--- config.mk ---
export PLATFORM = sky130hd
export DESIGN_NAME = fifo_sync_param
export DESIGN_NICKNAME = d
export VERILOG_FILES = /design/src/rtl/fifo_sync_param.sv
export SDC_FILE = /design/constraint.sdc
export NUM_CORES = 1
export LEC_CHECK = 0
export CAP_MARGIN = 20
export CORE_AREA = 2 2 203 155
export DETAILED_ROUTE_END_ITERATION = 10
export DIE_AREA = 0 0 205 157
export GPL_TIMING_DRIVEN = 0
export PLACE_DENSITY = 0.6
export SYNTH_ARGS = -nofsm -noshare
export SYNTH_HDL_FRONTEND = slang
export SYNTH_SLANG_ARGS = --single-unit
--- constraint.sdc ---
create_clock -name clk -period 4.12 [get_ports clk]
set_input_delay 0.824 -clock clk [delete_from_list [all_inputs] [get_ports clk]]
set_output_delay 0.824 -clock clk [all_outputs]
set_load 0.005 [all_outputs]
--- src/rtl/fifo_sync_param.sv ---
// Parametrised single-clock FIFO for the I2S sample path (TX/RX buffering).
// It keeps an occupancy count with full, empty, almost-full and almost-empty
// decodes, supports a synchronous flush, and has sticky overflow/underflow flags.
// dataOut is registered, so a read word appears one cycle after the read is accepted.
module fifo_sync_param #(
  parameter int DATA_W   = 32,
  parameter int DEPTH    = 8,
  parameter int AF_LEVEL = 6,
  parameter int AE_LEVEL = 2
) (
  input  logic                       clk,
  input  logic                       Rst,
  input  logic                       EN,
  input  logic                       FLUSH,
  input  logic                       WR,
  input  logic [DATA_W-1:0]          dataIn,
  input  logic                       RD,
  output logic [DATA_W-1:0]          dataOut,
  output logic [$clog2(DEPTH):0]     Count,
  output logic                       EMPTY,
  output logic                       FULL,
  output logic                       AEMPTY,
  output logic                       AFULL,
  input  logic                       CLR_ERR,
  output logic                       OVF,
  output logic                       UDF
);

  localparam int AW = $clog2(DEPTH);
  localparam int CW = AW + 1;

  localparam logic [CW-1:0] DEPTH_C = CW'(DEPTH);
  localparam logic [CW-1:0] AF_C    = CW'(AF_LEVEL);
  localparam logic [CW-1:0] AE_C    = CW'(AE_LEVEL);

  // The storage array is never reset, so it maps onto plain RAM.
  logic [DATA_W-1:0] mem [DEPTH];

  logic [AW-1:0] wptr;
  logic [AW-1:0] rptr;

  logic          rd_ok;
  logic          wr_ok;
  logic          wr_rej;
  logic          rd_rej;
  logic [CW-1:0] count_nxt;

  // Decide which requests are accepted, using the Count registered at the start of the cycle.
  // When the FIFO is full, a simultaneous read frees a slot, so the write is also accepted.
  always_comb begin
    rd_ok     = RD & (Count != '0);
    wr_ok     = WR & ((Count != DEPTH_C) | rd_ok);
    wr_rej    = WR & ~wr_ok;
    rd_rej    = RD & ~rd_ok;
    count_nxt = Count + CW'(wr_ok) - CW'(rd_ok);
  end

  // Decode the status flags directly from the registered Count.
  always_comb begin
    EMPTY  = (Count == '0);
    FULL   = (Count == DEPTH_C);
    AEMPTY = (Count <= AE_C);
    AFULL  = (Count >= AF_C);
  end

  // Write into the storage array. The write is blocked during reset, while disabled, and on flush.
  always_ff @(posedge clk) begin
    if (Rst && EN && !FLUSH && wr_ok) begin
      mem[wptr] <= dataIn;
    end
  end

  // Update pointers, Count, read data and the sticky error flags.
  // Priority is reset, then enable, then flush, then normal operation.
  // When the same entry is read and written in one cycle, the read returns the old word.
  always_ff @(posedge clk) begin
    if (!Rst) begin
      wptr    <= '0;
      rptr    <= '0;
      Count   <= '0;
      dataOut <= '0;
      OVF     <= 1'b0;
      UDF     <= 1'b0;
    end else if (EN) begin
      if (FLUSH) begin
        wptr  <= '0;
        rptr  <= '0;
        Count <= '0;
      end else begin
        if (wr_ok) begin
          wptr <= wptr + 1'b1;
        end
        if (rd_ok) begin
          rptr    <= rptr + 1'b1;
          dataOut <= mem[rptr];
        end
        Count <= count_nxt;
        // A new error wins over a clear issued in the same cycle.
        OVF   <= (OVF & ~CLR_ERR) | wr_rej;
        UDF   <= (UDF & ~CLR_ERR) | rd_rej;
      end
    end
  end

endmodule

-- Word level (Yosys, flattened, before mapping)
Memories as Yosys holds them, arrays and structs flattened. A register that Yosys moved wholly into a read port is not among the register bits.
Index checks and enable logic that the tools add are counted.
- flip-flop bits (word level): 12
- bits in latches: 0
- memory bits (writable): 256
- memory bits (read-only): 0
- input bits: 39
- output and inout bits: 42
- logic and storage cells: 47
- memories kept: 1
- memory list (memory ; depth ; width ; rd ports ; clocked after Yosys merged registers in ; wr ports ; line ; text):
    mem ; 8 ; 32 ; 1 ; 1 ; 1 ; 37 ; logic [DATA_W-1:0] mem [DEPTH];
- add/sub/neg operators: 4
- multipliers: 0
- divide/modulo/power cells: 0
- $lt $le $gt $ge: 2
- equal/unequal tests: 2
- shift operators: 0
- muxes and demuxes: 7
- bitwise gates (word level): 13
- reduce and logical (&&, ||, !) cells: 13
- operators with widths (cell ; count):
    two-way mux 3 bit ; 4
    adder 3 x 1 -> 3 bit (second input constant) ; 2
    bitwise AND 1 bit ; 6
    AND reduction 2 bit ; 3
    adder 4 x 1 -> 4 bit ; 1
    equality test 4 bit (second input constant) ; 1
    >= comparator 4 x 3 -> 1 bit (second input constant) ; 1
    <= comparator 4 x 2 -> 1 bit (second input constant) ; 1
    logical NOT 4 bit ; 1
    two-way mux 4 bit ; 1
    inequality test 4 bit (second input constant) ; 1
    inverter 1 bit ; 4
    nonzero test 2 bit ; 2
    nonzero test 4 bit ; 1
    subtractor 4 x 1 -> 4 bit ; 1
    logical AND 1 bit ; 3
    OR 1 bit ; 3
    AND reduction 3 bit ; 1
    logical NOT 1 bit ; 2
    two-way mux 1 bit ; 2

-- Logic depth before layout (Yosys ltp)
- depth in word-level cells: 7
- depth in mapped cells: 12
- mapped depth without buffers: 11

-- Worst setup path before layout
Ideal clock, no wire load.
- path type: input port to flip-flop
- start: in EN
- end: mem mem[4][0], enable pin
- library setup time: 461 ps
- data arrival time: 3797 ps
- required time: 3659 ps
- path slack: -138 ps
- cell stages on the path: 5
- path buffers: 2
- cells stage by stage: buf_2 -> nor2b_1 -> clkbuf_1 -> nand4_1 -> nor3_1
- cells in the longest elaborated chain, start to end: 5
- ends and longest elaborated chain (what ; line ; text):
    start: declaration ; 13 ; input logic EN,
    logical AND 1 bit (3 in a row) ; 68 ; if (Rst && EN && !FLUSH && wr_ok) begin
    two-way mux 1 bit ; 68 ;
    two-way mux 1 bit (not written as such) ; 69 ; mem[wptr] <= dataIn;
    end: declaration ; 37 ;
Every way passes these cells.

-- Final worst setup path
- start: in FLUSH
- end: mem mem[0][12], enable pin
- cells in the longest elaborated chain, start to end: 5
- ends and longest elaborated chain (what ; line ; text):
    start: declaration ; 14 ; input logic FLUSH,
    logical NOT 1 bit ; 68 ;
    logical AND 1 bit (2 in a row) ; 68 ;
    two-way mux 1 bit ; 68 ;
    two-way mux 1 bit (not written as such) ; 69 ;
Every way passes these cells.

==> flow_metrics.env <==
export IMPL_synth_cells=584
export IMPL_cts_buffers=29
export IMPL_vdd_drop_max_mv=0.3943
export IMPL_hold_viol_final=0
export IMPL_seq_power_share_pct=51.6
export IMPL_final_nets=753
export IMPL_whs_path_depth=2
export IMPL_drive_gt1_share_pct=21.66
export IMPL_io_buffers=78
export IMPL_drc=0
export IMPL_syn_area_per_cell_um2=19.34
export IMPL_grt_remaining_overflow=0
export IMPL_worst_path_max_delay_cell="nor3_4"
export IMPL_clk_latency_ns=0.53
export IMPL_fin_worst_hold_slack_ns=0.4675
export IMPL_swShare_pct=18.91
export IMPL_p_switching_mw=1.215
export IMPL_crit_path_max_fanout=13
export IMPL_clk_pin_slew_ns=0.06
export IMPL_pwr_share_comb_pct=3.0
export IMPL_grt_util_all_layers_pct=15.90
export IMPL_layout_setup_ws_ns=0.8933
export IMPL_ys_flop_type="edfxtp_1"
export IMPL_crit_chain="clkdlybuf4s50_1 -> nor2b_1 -> clkbuf_1 -> nand4_1 -> nor3_4 -> buf_16 -> buf_16"
export IMPL_path_class="in2reg"
export IMPL_cts_resized_gates=0
export IMPL_row_count=55
export IMPL_rr_worst_depth=8
export IMPL_min_path_type="reg2reg"
export IMPL_p_clk_share_pct=45.3
export IMPL_cp_top_family="buffers and inverters"
export IMPL_synth_net_count=634
export IMPL_p_int_mw=5.209
export IMPL_core_area_um2=30000
export IMPL_drv_slew=0
export IMPL_endpoint_kind="flop"
export IMPL_insertedDiodeCount=0
export IMPL_fin_crit_ns=3.227
export IMPL_clock_path_buffers=3
export IMPL_grt_pass1_wl_um=37760
export IMPL_timing_rr_start="Count[2]"
export IMPL_hpwl_um=15890
export IMPL_clockRootBuffer="clkbuf_16"
export IMPL_grt_start_max_net_pins=24
export IMPL_start_util_pct=37.64
export IMPL_drt_iter0_drc=337
export IMPL_drt_total_wl_um=25060
export IMPL_grt_pass1_vias=6129
export IMPL_crit_buf_inv=4
export IMPL_p_per_area_nw_per_um2=460.1
export IMPL_ys_seq_area_share_pct=75.86
export IMPL_vias=5696
export IMPL_fin_setup_tns_ns=0
export IMPL_hp_start="OVF"
export IMPL_status="complete, no violations"
export IMPL_ioPinCount=81
export IMPL_synthArstFlopShare_pct=0
export IMPL_holdBufCountCts=0
export IMPL_cp_arrival_ns=3.47
export IMPL_slew_headroom_pct=44.87
export IMPL_cts_setup_buffers=0
export IMPL_via_per_inst=5.068
export IMPL_start_kind="input port"
export IMPL_nFillCells=2569
export IMPL_crit_path_max_incr_delay_ns=0.65
export IMPL_syn_area_um2=11290
export IMPL_ys_ff_latch=300
export IMPL_tightest_slew_ns=0.8269
export IMPL_die_w_um=205
export IMPL_whs_endpoint="OVF"
export IMPL_dp_worst_setup_slack_ns=0.3639
export IMPL_route_antenna_remaining_nets=0
export IMPL_antenna_found_initial=0
export IMPL_area_growth_pct=23.63
export IMPL_drtPass1Iterations=5
export IMPL_wl_per_cell_um=22.29
export IMPL_r2r_end="mem[0][12]"
export IMPL_fin_skew_ns=0.006455
export IMPL_cellLeakagePower_nw=4.402
export IMPL_cts_htree_levels=1
export IMPL_cp_required_ns=4.36
export IMPL_die_y_um=157
export IMPL_fp_dieArea_um2=32190
export IMPL_rsz0062_at_grt="false"
export IMPL_finalSetupViolCount=0
export IMPL_numClockSinks=300
export IMPL_total_power_mw=6.424
export IMPL_maxCapViolations=0
export IMPL_ys_types=44
export IMPL_fmax_mhz=309.9
export IMPL_synth_edff_count=256
export IMPL_period_share_pct=78.32
export IMPL_reg2reg_slack_ns=0.99
export IMPL_gp_congestion=0.7273
export IMPL_synth_warnings=0
export IMPL_cts_tree="built"
export IMPL_critical_path_most_common_cell="buf_16"
-- logic make-up after synthesis --
logic type | count (synthesis) | synth area share (%)
and+or+nand+nor | 83 | 3.567
muxes | 64 | 12.76
AOI/OAI and AO/OA | 86 | 4.476
buffers and inverters | 39 | 1.972
DFF | 300 | 75.86
adders and majority gates | 11 | 1.285
xor gates and xnor gates | 1 | 0.07756
-- cell usage after synthesis, types with 2 or more instances --
cell type	instances	area [µm²]
o21ai_1	29	145.1
edfxtp_1	256	7687
buf_4	5	37.54
a21oi_1	6	30.03
nor2b_1	3	18.77
nand2b_1	6	37.54
nand2_1	13	48.80
buf_2	10	50.05
nand3_1	2	10.01
clkbuf_1	11	41.29
nand4_1	4	25.02
ha_1	10	125.1
nor2_1	42	157.7
o21ai_0	5	25.02
nor3_1	2	10.01
inv_1	7	26.28
dfxtp_1	44	880.8
buf_6	6	67.56
mux4_2	64	1441
o22ai_1	35	219.0
-- layer usage --
metal | part of all wire (%) | vias to the layer above | track usage, %
met4 | 1.3 | 0 | 2.604
met1 | 43 | 2900 | 22.54
met2 | 49 | 163 | 26.38
met3 | 6.9 | 31 | 2.650
met5 | 0 | - | 0
li1 | - | 2602 | -
-- registers in the layout (all words and copies together), names as in the netlist --
name	count
Count	4
mem	256
UDF	1
wptr	3
OVF	1
dataOut	32
rptr	3
-- cell type report --
class | instances | area, µm² | area share [%]
repair buffers | 88 | 1026 | 7.348
inverters | 7 | 26.28 | 0.1882
clock inverters | 15 | 235.2 | 1.685
multi-input cells | 245 | 2571 | 18.41
well taps | 399 | 499.2 | 3.575
clock buffers | 38 | 840.8 | 6.021
flip-flops and latches | 300 | 8568 | 61.36
plain buffers | 32 | 196.4 | 1.407
-- per-stage QoR --
step | utilization (%) | cell area, µm² | std cells
after CTS | 46.54 | 13960 | 1124
after floorplan | - | 11300 | 584
after global routing | 46.54 | 13960 | 1124
after detailed placement | 42.95 | 12890 | 1071
after global placement | 41.94 | 12580 | 1061
final | 46.54 | 13960 | 1124
-- worst reg2reg max path: cells and delay by family, from the launching register on --
| family | cells | cell delay, ns |
|---|---|---|
| flops | 1 | 0.37 |
| fa+ha+maj | 1 | 0.22 |
| simple gates | 3 | 1.29 |
| buf+inv | 3 | 0.53 |
| compound gates | 1 | 0.39 |
-- power by group through the flow --
stage / Clock, mW / Sequential [mW] / Combinational, mW
floorplan: 0 / 3.38 / 0.0778
global placement: 0 / 3.38 / 0.180
detailed placement: 0 / 3.38 / 0.195
CTS: 2.96 / 3.32 / 0.197
global route: 3.09 / 3.32 / 0.211
finish: 2.91 / 3.32 / 0.194
-- worst max-delay path by stage --
stage | from | end | cells after the start
floorplan | EN | mem[7][0] | 5
global placement | FLUSH | mem[2][12] | 5
detailed placement | FLUSH | mem[5][15] | 6
CTS | FLUSH | mem[5][15] | 6
global route | FLUSH | mem[5][24] | 6
finish | FLUSH | mem[0][12] | 7
-- cells in the final DEF, fill, tap and decap left out, types with 7 or more instances in the layout --
cell,Yosys,final
clkbuf_1,11,13
buf_2,10,10
clkbuf_16,0,30
dfxtp_1,44,44
nand2_1,13,13
o22ai_1,35,35
nor2_1,42,36
mux4_2,64,64
clkdlybuf4s50_1,0,78
ha_1,10,10
edfxtp_1,256,256
o21ai_1,29,29
inv_1,7,7
Note: power is estimated with default switching activity, not from simulation.
==> RTL edit, RTL diff (config.mk and constraints unchanged) <==
Register the output `OVF` once more, cleared by the reset; this adds one clock of latency there. The other outputs are not delayed to match.
--- a/src/rtl/fifo_sync_param.sv
+++ b/src/rtl/fifo_sync_param.sv
@@ -32,6 +32,8 @@
   localparam logic [CW-1:0] DEPTH_C = CW'(DEPTH);
   localparam logic [CW-1:0] AF_C    = CW'(AF_LEVEL);
   localparam logic [CW-1:0] AE_C    = CW'(AE_LEVEL);
+
+  logic OVF_s0;
 
   // The storage array is never reset, so it maps onto plain RAM.
   logic [DATA_W-1:0] mem [DEPTH];
@@ -79,7 +81,7 @@
       rptr    <= '0;
       Count   <= '0;
       dataOut <= '0;
-      OVF     <= 1'b0;
+      OVF_s0  <= 1'b0;
       UDF     <= 1'b0;
     end else if (EN) begin
       if (FLUSH) begin
@@ -96,11 +98,19 @@
         end
         Count <= count_nxt;
         // A new error wins over a clear issued in the same cycle.
-        OVF   <= (OVF & ~CLR_ERR) | wr_rej;
+        OVF_s0 <= (OVF_s0 & ~CLR_ERR) | wr_rej;
         UDF   <= (UDF & ~CLR_ERR) | rd_rej;
       end
     end
   end
 
+  always_ff @(posedge clk) begin
+    if (!Rst) begin
+      OVF <= '0;
+    end else begin
+      OVF <= OVF_s0;
+    end
+  end
+
 endmodule
 
Check against the original RTL: no difference found for any inputs over 4 cycles, from zero or initial values and one cycle with Rst low; that may be too few to reach the edited logic, so the function may still have changed.
==> RTL edit against the original RTL <==
Design area is 0.37% higher; final cell count is 0.80% higher; power is 0.71% higher; critical path depth is 1 lower; routed wire length is 1.2% higher; sequential cell count is 1 higher; setup slack better by 0.044 ns; via count is 3.8% higher; sequential power hardly changed; synthesized area is 0.39% higher.
==> RTL edit: results (changes against the original RTL) <==
| Metric | Value |
|---|---|
| Reg2reg setup slack | 1.03 ns (+0.04 ns) |
| Multi-input logic portion of the cell area | 18.5% (+0.066 points) |
| Flops & latches, synth | 301 (+0.33%) |
| DRT iter0 DRCs | 592 (+76%) |
| Number of global-route vias before repair | 6239 (+1.8%) |
| CP arrival | 2.36 ns (-1.11 ns) |
| Met2 routed WL | 12200 um (about the same) |
| CP peak stage delay | 0.52 ns (-0.13 ns) |
| Ratio of final minimum period to clock period | 77.3% (-1.1 points) |
| Antenna diodes | 2 (+2) |
| Max FO, Critical Path | 6 (-7) |
| Syn Nets | 638 (+0.63%) |
| Post-synth EDFFs | 256 (unchanged) |
| DRT met1 WL | 11300 um (+4.3%) |
| Vias | 5915 (+3.8%) |
| Non-Clock Buffer Count | 121 (+0.83%) |
| Register area | 8590 um^2 (+0.23%) |
| GR Util met2 | 26.9% (+0.55 points) |
| Clk_lat worst skew | 0.55 ns (+0.02 ns) |
| Share of layout cells above drive strength 1 | 21.6% (-0.070 points) |
| Final hold slack | 0.469 ns (+0.00162 ns) |
| Fraction of area in non-clock buffers | 8.72% (-0.032 points) |
| First-pass GRT wire length | 38500 um (+1.9%) |
| Reg2reg end | mem[0][1] |
| Clk root buf | clkbuf_16 |
| Fin nets | 758 (+0.66%) |
| CP Launch Type | flip-flop |
| Mapped Cells | 588 (+0.68%) |
| Commonest cells in the netlist | 256 x edfxtp_1, 64 x mux4_2, 45 x dfxtp_1, 44 x nor2_1, 33 x o22ai_1 |
| Dpl hpwl | 15900 um (+0.36%) |
| Clock network area share | 7.73% (+0.025 points) |
| Leakage | 0.00446 uW (+1.3%) |
| CP max-delay cell | clkdlybuf4s50_1 |
| Synth warnings | 0 (unchanged) |
| Met3 routed WL | 1560 um (-9.6%) |
| Layout clock buffers | 39 (+2.6%) |
| Sequential cell area share | 61.3% (-0.082 points) |
| GR Layer Usage met1 | 22.6% (+0.042 points) |
| Grt met3 use | 2.84% (+0.19 points) |
| DR WL/cell | 22.4 um (+0.44%) |
| Final WL | 25400 um (+1.2%) |
| DP Cell Count | 1075 (+0.37%) |
| FILL cells | 2533 (-1.4%) |
| PostCTS Resize Cnt | 0 (unchanged) |
| Skew final | 0.0139 ns (+0.00740 ns) |
| Gpl congestion | 0.753 (+3.5%) |
| Antenna violations before repair | 2 (+2) |
| Largest net degree at the start of global routing | 25 (+4.2%) |
| Worst Setup EP | EMPTY |
| Max VDD drop | 0.320 mV (-19%) |
| Slew headroom | 40.8% (-4.0 points) |
| GRT Total Usage | 16.2% (+0.25 points) |
| Sequential fraction of the synthesis area | 75.7% (-0.12 points) |
| Placed inst area | 12900 um^2 (+0.30%) |
| Status | finished, final reports clean |
| Multi-input gates | 247 (+0.82%) |
| Dpl ws | 0.451 ns (+0.0871 ns) |
| Top post-synthesis cells by area | edfxtp_1 68%, mux4_2 13%, dfxtp_1 7.9%, o22ai_1 1.8%, nor2_1 1.5% |
| Number of buffers created by CTS | 30 (+3.4%) |
| Worst-case reg-to-reg path depth | 9 (+1) |
RTL edit: cell types whose count changed after synthesis, moves of 2 or more:
cell,before,now
nand2_1,13,10
nand2b_1,6,4
nand3_1,2,4
nand4_1,4,0
nor2_1,42,44
nor2b_1,3,5
o21ai_0,5,7
o22ai_1,35,33
RTL edit: power by group:
group,switching (uW),internal (uW)
Sequential,9.94,3320
Combinational,102,93.5
Clock,1100,1840
Total,1220,5250
RTL edit: kinds of logic after synthesis:
kind of cell	after synthesis	synth area share [%]
AO/OA/AOI/OAI	88	4.61
XOR/XNOR	1	0.0773
adder cells (fa/ha/maj)	11	1.28
buffers and inverters	40	2.01
flip-flops	301	75.7
multiplexers	65	12.8
AND/OR/NAND/NOR	82	3.48
RTL edit: worst min path at each step:
stage               startpoint  endpoint  cells past startpoint
CTS                     OVF_s0       OVF                      1
finish                  OVF_s0       OVF                      1
global route            OVF_s0       OVF                      1
floorplan               OVF_s0       OVF                      1
detailed placement      OVF_s0       OVF                      1
global placement        OVF_s0       OVF                      1
